===== src/rtl/disp_pkg.sv =====
// rtl/disp_pkg.sv - display mode encodings shared by the display source path
package disp_pkg;

  localparam logic [1:0] MODE_PC  = 2'b00;
  localparam logic [1:0] MODE_RS  = 2'b01;
  localparam logic [1:0] MODE_RT  = 2'b10;
  localparam logic [1:0] MODE_ALU = 2'b11;

endpackage


===== src/rtl/sw_debounce.sv =====
// rtl/sw_debounce.sv - two-flop synchroniser plus stability counter for board switches
// A new switch value is accepted only after it has held steady for CYC counted cycles.
module sw_debounce #(
  parameter int CYC = 1000000,
  parameter int W   = 2
) (
  input  logic         clk,
  input  logic         reset,
  input  logic [W-1:0] i_sw,
  output logic [W-1:0] o_level,
  output logic         o_changed
);

  localparam int            CW   = $clog2(CYC);
  localparam logic [CW-1:0] LAST = CW'(CYC - 1);

  logic [W-1:0]  r_sync1;
  logic [W-1:0]  r_sync2;
  logic [W-1:0]  r_prev;
  logic [W-1:0]  r_level;
  logic [CW-1:0] r_cnt;
  logic          r_changed;

  always_ff @(posedge clk) begin
    if (reset) begin
      r_sync1   <= '0;
      r_sync2   <= '0;
      r_prev    <= '0;
      r_level   <= '0;
      r_cnt     <= '0;
      r_changed <= 1'b0;
    end else begin
      r_sync1   <= i_sw;
      r_sync2   <= r_sync1;
      r_prev    <= r_sync2;
      r_changed <= 1'b0;
      // Any wiggle, or agreement with the accepted level, restarts the stability window
      if (r_sync2 != r_prev || r_sync2 == r_level) begin
        r_cnt <= '0;
      end else if (r_cnt == LAST) begin
        r_level   <= r_sync2;
        r_changed <= 1'b1;
        r_cnt     <= '0;
      end else begin
        r_cnt <= r_cnt + 1'b1;
      end
    end
  end

  assign o_level   = r_level;
  assign o_changed = r_changed;

endmodule


===== src/rtl/disp_source_select.sv =====
// rtl/disp_source_select.sv - selects and freezes the CPU state pair shown on the 7-segment display
// Also generates the digit scanner clock; the scanner itself only multiplexes nibbles.
module disp_source_select
  import disp_pkg::*;
#(
  parameter int SCAN_DIV     = 50000,
  parameter int DEBOUNCE_CYC = 1000000
) (
  input  logic        clk,
  input  logic        reset,
  input  logic [1:0]  sel_sw,
  input  logic        cpu_step,
  input  logic [31:0] pc,
  input  logic [31:0] next_pc,
  input  logic [4:0]  rs_addr,
  input  logic [31:0] rs_data,
  input  logic [4:0]  rt_addr,
  input  logic [31:0] rt_data,
  input  logic [31:0] alu_result,
  input  logic [31:0] db_data,
  output logic [7:0]  disp_hi,
  output logic [7:0]  disp_lo,
  output logic        scan_clk,
  output logic [1:0]  mode
);

  localparam int            DW       = $clog2(SCAN_DIV);
  localparam logic [DW-1:0] DIV_LAST = DW'(SCAN_DIV - 1);

  logic [1:0]    w_mode;
  logic          w_mode_changed;
  logic          w_load;
  logic [7:0]    w_map_hi;
  logic [7:0]    w_map_lo;
  logic          w_unused;

  logic          r_load_pending;
  logic [7:0]    r_disp_hi;
  logic [7:0]    r_disp_lo;
  logic [DW-1:0] r_div;
  logic          r_scan_clk;

  sw_debounce #(
    .CYC (DEBOUNCE_CYC),
    .W   (2)
  ) u_sw_debounce (
    .clk       (clk),
    .reset     (reset),
    .i_sw      (sel_sw),
    .o_level   (w_mode),
    .o_changed (w_mode_changed)
  );

  always_comb begin
    w_map_hi = pc[7:0];
    w_map_lo = next_pc[7:0];
    case (w_mode)
      MODE_PC:  begin w_map_hi = pc[7:0];            w_map_lo = next_pc[7:0]; end
      MODE_RS:  begin w_map_hi = {3'b000, rs_addr};  w_map_lo = rs_data[7:0]; end
      MODE_RT:  begin w_map_hi = {3'b000, rt_addr};  w_map_lo = rt_data[7:0]; end
      MODE_ALU: begin w_map_hi = alu_result[7:0];    w_map_lo = db_data[7:0]; end
      default:  begin w_map_hi = pc[7:0];            w_map_lo = next_pc[7:0]; end
    endcase
  end

  // w_mode already holds the new value in the cycle the change pulse is high
  assign w_load = cpu_step | w_mode_changed | r_load_pending;

  always_ff @(posedge clk) begin
    if (reset) begin
      r_load_pending <= 1'b1;
      r_disp_hi      <= '0;
      r_disp_lo      <= '0;
    end else if (w_load) begin
      r_load_pending <= 1'b0;
      r_disp_hi      <= w_map_hi;
      r_disp_lo      <= w_map_lo;
    end
  end

  always_ff @(posedge clk) begin
    if (reset) begin
      r_div      <= '0;
      r_scan_clk <= 1'b0;
    end else if (r_div == DIV_LAST) begin
      r_div      <= '0;
      r_scan_clk <= ~r_scan_clk;
    end else begin
      r_div <= r_div + 1'b1;
    end
  end

  assign w_unused = &{1'b0, pc[31:8], next_pc[31:8], rs_data[31:8], rt_data[31:8],
                      alu_result[31:8], db_data[31:8]};

  assign disp_hi  = r_disp_hi;
  assign disp_lo  = r_disp_lo;
  assign scan_clk = r_scan_clk;
  assign mode     = w_mode;

endmodule


===== config.mk =====
export PLATFORM = sky130hd
export DESIGN_NAME = disp_source_select
export DESIGN_NICKNAME = d
export VERILOG_FILES = /design/src/rtl/disp_pkg.sv /design/src/rtl/sw_debounce.sv /design/src/rtl/disp_source_select.sv
export SDC_FILE = /design/constraint.sdc
export NUM_CORES = 1
export LEC_CHECK = 0
export ABC_AREA = 0
export ABC_CLOCK_PERIOD_IN_PS = 4000
export BUFFER_PORTS_ARGS = -buffer_cell sky130_fd_sc_hd__buf_2
export CAP_MARGIN = 40
export CORE_MARGIN = 2
export CORE_UTILIZATION = 40
export DETAILED_ROUTE_END_ITERATION = 16
export PLACE_DENSITY_LB_ADDON = 0.25
export SYNTH_ARGS = -nofsm -noshare
export SYNTH_HDL_FRONTEND = slang
export SYNTH_SLANG_ARGS = --single-unit

===== constraint.sdc =====
create_clock -name clk -period 4 [get_ports clk]
set_input_delay 0 -clock clk [delete_from_list [all_inputs] [get_ports clk]]
set_output_delay 0 -clock clk [all_outputs]
set_load 0.005 [all_outputs]

# Yosys cells after proc, flatten, opt, wreduce, memory -nomap -nowiden
# Cells that the tools add are included.
op_classes:
  n_addsub: 2
  bitwise: 4
  reduce_logical: 6
  mux: 3
  n_eq_ne: 7
ops:
  columns: ["op", "count"]
  rows:
  - ["8-bit one-hot mux with 4 select lines", 2]
  - ["20-bit by 1-bit adder with 20-bit output (second input constant)", 1]
  - ["20-bit equality test (second input constant)", 1]
  - ["16-bit by 1-bit adder with 16-bit output (second input constant)", 1]
  - ["16-bit equality test (second input constant)", 1]
  - ["2-bit equality test (second input constant)", 2]
  - ["2-bit OR reduction", 2]
  - ["3-bit OR reduction", 1]
  - ["2-bit by 1-bit equality test with 1-bit output (second input constant)", 1]
  - ["2-bit equality test", 1]
  - ["2-bit zero test", 1]
  - ["2-bit inequality test", 1]
  - ["1-bit inverter", 2]
  - ["1-bit bitwise OR", 2]
  - ["2-bit AND reduction", 1]
  - ["1-bit logical OR", 1]
  - ["1-bit 2-to-1 mux", 1]
totals:
  out_inout_bits: 19
  word_cells: 33
  regBits: 63
  in_bits: 207

# Logic depth before layout (Yosys ltp)
# Gate-level depths: netlist of run 1.
logic_depth:
  word_depth: 4
  depth_mapped: 7
  ltp_nobuf: 5

# Cells and area by module
# Synthesis of run 1 repeated with hierarchy kept, for this count alone.
hier_totals:
  cells_unflattened: 312
  area_unflattened_um2: 2936.6
modules_own_cells:
  columns: ["module", "cells_per_inst", "n_inst", "area_each_um2", "seq_area_each_um2"]
  rows:
  - ["disp_source_select", 174, 1, 1656.6, 680.7]
  - ["sw_debounce", 138, 1, 1280.0, 580.6]

# Worst setup path after synthesis of run 1
# No wires, ideal clock.
synth_timing:
  path_type: "register to register"
  from: "register u_sw_debounce.r_cnt[7]"
  to: "register u_sw_debounce.r_cnt[17]"
  required_ps: 3929
  arrival_ps: 1786
  path_buffers: 1
  setup_slack_ps: 2143
  synth_period_minus_slack_ps: 1857
  stages_incl_launch_ff: 6
  setup_time_ps: 71
  cell_sequence: "dfxtp_1 -> nand4_2 -> or4_1 -> buf_2 -> or4_1 -> a21oi_1"
synth_between:
  elab_chain_len: 2
  word_cells_on_any_way: 3
  cone_classes: "add/sub (1); eq/ne (1); reduce/logical (1)"
synth_rtl:
  columns: ["item", "line", "text"]
  rows:
  - ["from (decl)", "sw_debounce.sv:21", "logic [CW-1:0] r_cnt;"]
  - ["from (signal assigned)", "sw_debounce.sv:45", "r_cnt <= r_cnt + 1'b1;"]
  - ["parallel branches: the longest is 2 deep, another holds 20-bit by 1-bit adder with 20-bit output", null, null]
# Parallel ways; which one is timed is not known.
# A chain may end at the register's enable or synchronous reset.

# Worst setup path after layout of run 1
layout_timing:
  from: "register u_sw_debounce.r_cnt[0]"
  to: "register u_sw_debounce.r_cnt[15]"
# Same word-level chain as after synthesis.

==> results of run 1 <==
worst max-delay path, cell delays in order (launching register included):
cell and delay (ps):
dfxtp_1 390, ha_1 200, nand3_1 360, nor4_1 530, a211o_1 640, nor2_1 110
routing by layer:
layer / vias up / track usage / share of wire
li1: 1252 / - / -
met1: 1150 / 0.250 / 0.47
met2: 82 / 0.271 / 0.42
met3: 7 / 0.0550 / 0.091
met4: 0 / 0.0661 / 0.012
met5: - / 0 / 0
final timing paths:
check | from | end | slack (ps) | cells after the start
worst max-delay path | u_sw_debounce.r_cnt[0]$_SDFF_PP0_ | u_sw_debounce.r_cnt[15]$_SDFF_PP0_ | 1620 | 5
worst min-delay path | reset | r_load_pending$_SDFFE_PP1P_ | 80 | 1
worst max register to register | u_sw_debounce.r_cnt[0]$_SDFF_PP0_ | u_sw_debounce.r_cnt[15]$_SDFF_PP0_ | 1620 | 5
worst min register to register | u_sw_debounce.r_sync1[0]$_SDFF_PP0_ | u_sw_debounce.r_sync2[0]$_SDFF_PP0_ | 440 | 1
power breakdown:
group	leakage, nW	total, mW	switching (mW)	internal [mW]
Combinational	0.787	0.103	0.0467	0.0567
Sequential	0.513	0.652	0.00885	0.644
Clock	0.0947	0.564	0.257	0.306
Total	1.40	1.32	0.313	1.01
area by class of cell:
cell class	instances	area, µm²	share of cell area
clock inverter	6	70.1	0.0193
multi-input combinational	219	1500	0.414
tap	96	120	0.0331
timing repair buffer	92	510	0.141
sequential	63	1260	0.348
inverter	6	22.5	0.00622
clock buffer	10	138	0.0380
cell usage in the layout (no fill, tap or decap), types with 2 or more instances in the layout:
cell type,n
a211o_1,2
a21oi_1,22
a221oi_1,3
and2_1,2
and3_1,2
and4_1,3
buf_2,81
buf_4,2
clkbuf_8,10
clkinv_4,2
clkinvlp_4,3
dfxtp_1,63
dlygate4sd3_1,9
ha_1,2
inv_1,5
mux4_2,13
nand2_1,33
nand3_1,13
nand3b_1,2
nand4_1,8
nand4_2,2
nor2_1,36
nor2b_1,7
nor3_1,8
nor4_1,8
o21ai_0,3
o31ai_1,5
or3_1,4
or4_1,5
xnor2_1,16
xor2_1,14
flip-flops by register name (all words and copies together) (netlist names):
register,cells
u_sw_debounce.o_level,2
scan_clk,1
u_sw_debounce.r_sync2,2
r_load_pending,1
r_div,16
disp_hi,8
u_sw_debounce.r_prev,2
u_sw_debounce.o_changed,1
disp_lo,8
u_sw_debounce.r_sync1,2
u_sw_debounce.r_cnt,20
Yosys cell counts (4+ instances only):
master    instances
a21oi_1          22
clkbuf_1         15
dfxtp_1          63
inv_1             5
mux4_2           13
nand2_1          33
nand3_1          13
nand4_1           8
nor2_1           36
nor2b_1           7
nor3_1            8
nor4_1            8
o31ai_1           5
or3_1             4
or4_1             5
xnor2_1          16
xor2_1           14
kinds of logic (layout without fill, tap and decap cells):
kind of cell / after synthesis / count (layout) / share of synthesized area
XOR/XNOR: 30 / 30 / 0.0919
AND/OR/NAND/NOR: 137 / 137 / 0.244
buffers and inverters: 25 / 114 / 0.0341
flip-flops: 63 / 63 / 0.441
multiplexers: 13 / 13 / 0.102
adder cells (fa/ha/maj): 2 / 2 / 0.00875
AO/OA/AOI/OAI: 37 / 37 / 0.0783
repair_timing:
item	in CTS	in global routing
hold buffers	9	0
setup buffers	0	0
hold endpoints to repair	8	0
==> results.py, run 1 <==
metrics = {
    "run": {
        "maxCapViolations": 0,
    },
    "global_routing": {
        "grt_max_degree": 31,
        "grt_first_pass_wirelength_um": 10500,
        "grt_pass1_vias": 2258,
        "antenna_found_initial": 0,
        "track_usage": 0.182,
        "grt_overflow_total": 0,
    },
    "timing": {
        "setup_viol": 0,
        "slew_headroom": 0.485,
        "finClkSkew_ps": 7.91,
        "setup_ws_ps": 1620,
        "finalSetupTns_ps": 0,
        "hold_violations": 0,
        "slew_viol_final": 0,
        "rsz0062_at_grt": "false",
        "fin_crit_ps": 2380,
        "fmax_ghz": 0.421,
        "hold_ws_ps": 75.8,
        "final_min_period_over_clock_period": 0.594,
        "tightest_slew_ps": 772,
    },
    "die": {
        "die_h_um": 88.6,
        "dieArea_um2": 7840,
        "die_w_um": 88.6,
        "io_pins": 226,
        "row_count": 30,
        "core_um2": 6870,
        "start_util": 0.416,
    },
    "run_status": {
        "status": "complete, no violations",
    },
    "placement": {
        "io_buffer_count": 81,
        "place_ws_ps": 1620,
        "post-dp-hpwl_um": 5000,
        "gp_routability_congestion": 0.826,
        "placedCellCount": 467,
        "placed_area_um2": 3330,
    },
    "setup_path": {
        "setup.worst_path.class": "register to register",
        "critPathRequiredTime_ps": 4200,
        "start_kind": "register",
        "critPathArrivalTime_ps": 2580,
        "end_kind": "register",
        "crit_fanout": 20,
    },
    "synthesis": {
        "ys_types": 35,
        "yosys.area.top_type_share": 0.441,
        "netlist_area_um2": 2860,
        "synth_fp_nets": 516,
        "ys_ff_latch": 63,
        "ys_async_sr_fraction": 0,
        "yosys_warnings": 0,
        "postSynthCellCount": 307,
        "ys_seq_area_frac": 0.441,
        "synth_area_leader_cell": "dfxtp_1",
        "synth.area.top_cells": "dfxtp_1 44%, mux4_2 10%, xnor2_1 4.9%",
        "synth-edff-count": 0,
        "avgSynthCellArea_um2": 9.32,
        "synth_ff_type": "dfxtp_1",
    },
    "clocking": {
        "clkLatencyLatePin_ps": 340,
        "cts_resized": 0,
        "clock_sinks": 63,
        "cts_root_buf": "clkbuf_8",
        "clk_pin_slew_ps": 70,
        "cts_buffer_depth": 2,
        "cts_tree": "done",
        "cts_max_level": 3,
        "cts_buffers": 9,
    },
    "final_layout": {
        "diodes": 0,
        "fin_util": 0.528,
        "fin_nets": 600,
        "final_cell_area_um2": 3620,
        "drive_gt1_frac": 0.293,
        "syn2layout_area_growth_pct": 26.7,
        "stdcell_count": 492,
        "fillers": 656,
    },
    "detailed_routing": {
        "ant_nets": 0,
        "routed_wl_um": 6990,
        "wl_per_cell_um": 14.2,
        "drt_first_iter_violations": 113,
        "num_vias": 2491,
        "viasPerCell": 5.06,
        "drc_errors": 0,
        "drtPass1Iterations": 4,
    },
    "pwr": {
        "power.total_mw": 1.32,
        "powerDensity_nw_per_um2": 364,
        "power.leakage_nw": 1.40,
        "ir_drop_mv": 0.193,
    },
    "min_path": {
        "hold_path_class": "input pin to register",
    },
}
No activity file was read; power rests on OpenSTA's default activity.
==> run 2, diff against run 1 <==
Settings changed: ABC_CLOCK_PERIOD_IN_PS 4000 to 2250, CORE_UTILIZATION 40 to 39.
Clock period 4 ns to 2.25 ns, I/O delays scaled along.
==> run 2 against run 1 <==
Highest routed layer unchanged. Clock power is 130% higher. Sequential power is 78% higher. Wire length is 4.1% lower.
==> results.py, run 2 (same netlist as run 1, synthesis figures left out) <==
metrics = {
    "run_status": {
        "status": "complete, no violations",
    },
    "detailed_routing": {
        "drt_first_iter_violations": 85,
        "viasPerCell": 4.98,
        "drtPass1Iterations": 4,
        "routed_wl_um": 6700,
        "num_vias": 2485,
        "ant_nets": 0,
        "wl_per_cell_um": 13.4,
        "drc_errors": 0,
    },
    "timing": {
        "setup_ws_ps": 233,
        "rsz0062_at_grt": "false",
        "fin_crit_ps": 2020,
        "finalSetupTns_ps": 0,
        "fmax_ghz": 0.496,
        "tightest_slew_ps": 593,
        "slew_headroom": 0.605,
        "finClkSkew_ps": 12.6,
        "final_min_period_over_clock_period": 0.896,
        "setup_viol": 0,
        "hold_violations": 0,
        "slew_viol_final": 0,
    },
    "setup_path": {
        "slowest_stage": "or4_1",
        "start_kind": "register",
        "crit_fanout": 8,
        "path_cells": "nand4_2, or4_1, or4_1, a21oi_1",
        "critPathRequiredTime_ps": 2520,
        "crit_path_frequent_cell": "or4_1",
        "max_stage_delay_ps": 670,
        "end_kind": "register",
        "setup.worst_path.class": "register to register",
        "critPathArrivalTime_ps": 2290,
    },
    "final_layout": {
        "final_cell_mix": "81 x buf_2, 63 x dfxtp_1, 36 x nor2_1, 33 x nand2_1, 22 x a21oi_1",
        "largest_register_ffs": 20,
        "regMostFlops": "u_sw_debounce.r_cnt",
        "final_common_cell": "buf_2",
        "fin_nets": 603,
        "largestRegisters": "u_sw_debounce.r_cnt: 20 flops, r_div: 16 flops",
        "syn2layout_area_growth_pct": 29.7,
        "drive_gt1_frac": 0.301,
        "fillers": 658,
    },
    "die": {
        "dieArea_um2": 8040,
        "io_pins": 226,
        "start_util": 0.399,
        "die_w_um": 89.6,
        "core_um2": 7180,
        "die_h_um": 89.6,
        "row_count": 31,
    },
    "global_routing": {
        "grt_first_pass_wirelength_um": 10000,
        "antenna_found_initial": 1,
        "track_usage": 0.165,
        "grt_max_degree": 31,
        "grt_pass1_vias": 2201,
        "grt_overflow_total": 0,
    },
    "run": {
        "maxCapViolations": 0,
    },
    "placement": {
        "post-dp-hpwl_um": 4830,
        "io_buffer_count": 81,
        "gp_routability_congestion": 0.847,
        "place_ws_ps": 241,
    },
    "pwr": {
        "power.leakage_nw": 1.45,
        "powerDensity_nw_per_um2": 713,
        "ir_drop_mv": 0.312,
    },
    "clocking": {
        "cts_max_level": 3,
        "clk_pin_slew_ps": 70,
        "clock_sinks": 63,
        "cts_buffers": 9,
        "cts_root_buf": "clkbuf_8",
        "cts_buffer_depth": 2,
        "post_cts_buffers": 0,
        "ctsHoldBuffers": 8,
        "cts_tree": "done",
        "cts_resized": 0,
        "clkLatencyLatePin_ps": 340,
    },
    "min_path": {
        "hold_path_class": "input pin to register",
    },
}
## run 2: changes by cell type in the layout (fill, tap and decap cells not counted)
cell / previous run / this run
buf_4: 2 / 6
bufinv_16: 1 / 4
diode_2: 0 / 1
clkinvlp_4: 3 / 1
dlygate4sd3_1: 9 / 8
clkbuf_8: 10 / 9
## run 2: power breakdown
part / total [mW] / internal, mW / switching, mW / leakage (nW)
clock network: 1.31 / 0.851 / 0.457 / 0.130
logic: 0.178 / 0.100 / 0.0779 / 0.803
registers: 1.16 / 1.14 / 0.0164 / 0.513
total: 2.65 / 2.10 / 0.551 / 1.45
## run 2: final timing paths
| kind | start | end | slack (ps) | cells past startpoint |
|---|---|---|---|---|
| worst min register to register | u_sw_debounce.r_sync1[1]$_SDFF_PP0_ | u_sw_debounce.r_sync2[1]$_SDFF_PP0_ | 440 | 1 |
| worst max-delay path | u_sw_debounce.r_cnt[7]$_SDFF_PP0_ | u_sw_debounce.r_cnt[19]$_SDFF_PP0_ | 230 | 4 |
| worst max register to register | u_sw_debounce.r_cnt[7]$_SDFF_PP0_ | u_sw_debounce.r_cnt[19]$_SDFF_PP0_ | 230 | 4 |
| worst min-delay path | reset | r_load_pending$_SDFFE_PP1P_ | 70 | 1 |
## run 2: per-stage QoR
step,hold slack [ps],instance area [µm²],total power [mW],util,cells
5_1_grt,86.0,3710,2.76,0.517,499
2_1_floorplan,90.4,2860,1.26,-,307
6_report,72.7,3710,2.65,0.517,499
4_1_cts,57.5,3710,2.68,0.517,498
3_3_place_gp,226,3360,1.35,0.468,474
3_5_place_dp,216,3360,1.35,0.468,474
## run 2: final cells by class
| cell class | instances | area (µm²) | share of cell area |
|---|---|---|---|
| inverter | 6 | 22.5 | 0.00607 |
| clock inverter | 7 | 145 | 0.0391 |
| antenna | 1 | 2.50 | 0.000674 |
| timing repair buffer | 95 | 531 | 0.143 |
| tap | 99 | 124 | 0.0334 |
| multi-input combinational | 219 | 1500 | 0.405 |
| sequential | 63 | 1260 | 0.340 |
| clock buffer | 9 | 124 | 0.0334 |
## run 2: worst max-delay path, delay by kind of cell, from the launching register on
family           cells  cell delay [ps]
AO/OA/AOI/OAI        1              150
AND/OR/NAND/NOR      3             1360
flip-flops           1              450
## run 2: metal layers
layer  share of wire  vias to the layer above  global-route usage
met5               0                        -                   0
met2            0.52                       75               0.293
met1            0.41                     1141               0.194
li1                -                     1267                   -
met3           0.058                        2              0.0338
met4          0.0093                        0              0.0678
==> run 3, diff against run 2 <==
Settings changed: MAX_ROUTING_LAYER from default to met4.
==> run 3 against run 2 <==
Largest power group unchanged. Register-to-register slack hardly changed. Total power hardly changed. Utilization stayed put. Critical path depth stayed put. Count of clock-buffer cells in the layout stayed put. Via count is 0.40% higher. Fmax is 0.13% higher. Global-route usage is 0.48 points higher. Non-clock buffer count stayed put. Largest cell class unchanged. Critical path type unchanged. Clock power hardly changed.
==> results.py, run 3 (same netlist as run 1, synthesis figures left out) <==
metrics = {
    "pwr": {
        "power.leakage_nw": 1.45,
        "powerDensity_nw_per_um2": 713,
        "ir_drop_mv": 0.311,
    },
    "clocking": {
        "clk_pin_slew_ps": 70,
        "cts_buffers": 9,
        "cts_buffer_depth": 2,
        "ctsHoldBuffers": 8,
        "cts_resized": 0,
        "clkLatencyLatePin_ps": 340,
        "post_cts_buffers": 0,
        "cts_tree": "done",
        "cts_root_buf": "clkbuf_8",
        "cts_max_level": 3,
        "clock_sinks": 63,
    },
    "detailed_routing": {
        "ant_nets": 0,
        "wl_per_cell_um": 13.4,
        "viasPerCell": 5.00,
        "num_vias": 2495,
        "drtPass1Iterations": 4,
        "drt_first_iter_violations": 80,
        "routed_wl_um": 6700,
        "drc_errors": 0,
    },
    "setup_path": {
        "end_kind": "register",
        "crit_path_frequent_cell": "or4_1",
        "worstPathBufferInverterCount": 0,
        "path_cells": "nand4_2, or4_1, or4_1, a21oi_1",
        "critPathRequiredTime_ps": 2520,
        "critical_path.top_delay_family": "simple AND/OR/NAND/NOR gates",
        "crit_fanout": 8,
        "start_kind": "register",
        "setup.worst_path.class": "register to register",
        "critPathLaunch": "u_sw_debounce.r_cnt[7]$_SDFF_PP0_",
        "r2r_start": "u_sw_debounce.r_cnt[7]$_SDFF_PP0_",
        "max_stage_delay_ps": 670,
        "critPathArrivalTime_ps": 2280,
        "slowest_stage": "or4_1",
    },
    "die": {
        "dieArea_um2": 8040,
        "start_util": 0.399,
        "io_pins": 226,
        "die_h_um": 89.6,
        "die_w_um": 89.6,
        "core_um2": 7180,
        "row_count": 31,
    },
    "final_layout": {
        "largest_register_ffs": 20,
        "regMostFlops": "u_sw_debounce.r_cnt",
        "largestRegisters": "u_sw_debounce.r_cnt: 20 flops, r_div: 16 flops",
        "final_cell_mix": "81 x buf_2, 63 x dfxtp_1, 36 x nor2_1, 33 x nand2_1, 22 x a21oi_1",
        "syn2layout_area_growth_pct": 29.7,
        "drive_gt1_frac": 0.301,
        "fin_nets": 603,
        "final_common_cell": "buf_2",
    },
    "timing": {
        "fin_crit_ps": 2010,
        "finalSetupTns_ps": 0,
        "final_min_period_over_clock_period": 0.895,
        "tightest_slew_ps": 596,
        "hold_violations": 0,
        "rsz0062_at_grt": "false",
        "slew_headroom": 0.603,
        "hold_ws_ps": 67.4,
        "finClkSkew_ps": 13.8,
        "slew_viol_final": 0,
        "setup_viol": 0,
        "fmax_ghz": 0.496,
    },
    "global_routing": {
        "grt_pass1_vias": 2206,
        "track_usage": 0.170,
        "grt_first_pass_wirelength_um": 10100,
        "antenna_found_initial": 1,
        "grt_max_degree": 31,
        "grt_overflow_total": 0,
    },
    "placement": {
        "post-dp-hpwl_um": 4830,
        "io_buffer_count": 81,
        "gp_routability_congestion": 0.860,
    },
    "min_path": {
        "worstHoldStart": "reset",
        "hold_path_class": "input pin to register",
    },
    "run_status": {
        "status": "complete, no violations",
    },
    "run": {
        "maxCapViolations": 0,
    },
}
==> run 3: per-stage QoR <==
stage / cells / power (mW) / instance area, µm² / util / worst slack, ps
6_report: 499 / 2.65 / 3710 / 0.517 / 236
5_1_grt: 499 / 2.76 / 3710 / 0.517 / 119
4_1_cts: 498 / 2.68 / 3710 / 0.517 / 223
3_5_place_dp: 474 / 1.35 / 3360 / 0.468 / 241
3_3_place_gp: 474 / 1.35 / 3360 / 0.468 / 283
2_1_floorplan: 307 / 1.26 / 2860 / - / 393
==> run 3: power breakdown <==
part	switching, mW	total (mW)	internal, mW
Sequential	0.0165	1.16	1.14
Combinational	0.0777	0.178	0.100
Clock	0.457	1.31	0.852
==> run 3: cell type report <==
class                   count  area, µm²
well taps                  99        124
repair buffers             95        531
clock inverters             7        145
inverters                   6       22.5
fillers                   658       3460
clock buffers               9        124
flip-flops and latches     63       1260
diodes                      1       2.50
multi-input cells         219       1500
==> run 3: final timing paths <==
| check | slack [ps] | depth (start not counted) | end |
|---|---|---|---|
| max | 240 | 4 | u_sw_debounce.r_cnt[19]$_SDFF_PP0_ |
| min | 70 | 1 | r_load_pending$_SDFFE_PP1P_ |
| max reg2reg | 240 | 4 | u_sw_debounce.r_cnt[19]$_SDFF_PP0_ |
| min reg2reg | 450 | 1 | u_sw_debounce.r_sync2[1]$_SDFF_PP0_ |
==> run 3: metal layers <==
metal | wire, µm | global-route usage | up-vias
met4 | 125 | 0.0678 | 0
li1 | - | - | 1267
met1 | 2780 | 0.192 | 1148
met5 | 0 | - | -
met3 | 374 | 0.0338 | 7
met2 | 3420 | 0.294 | 73
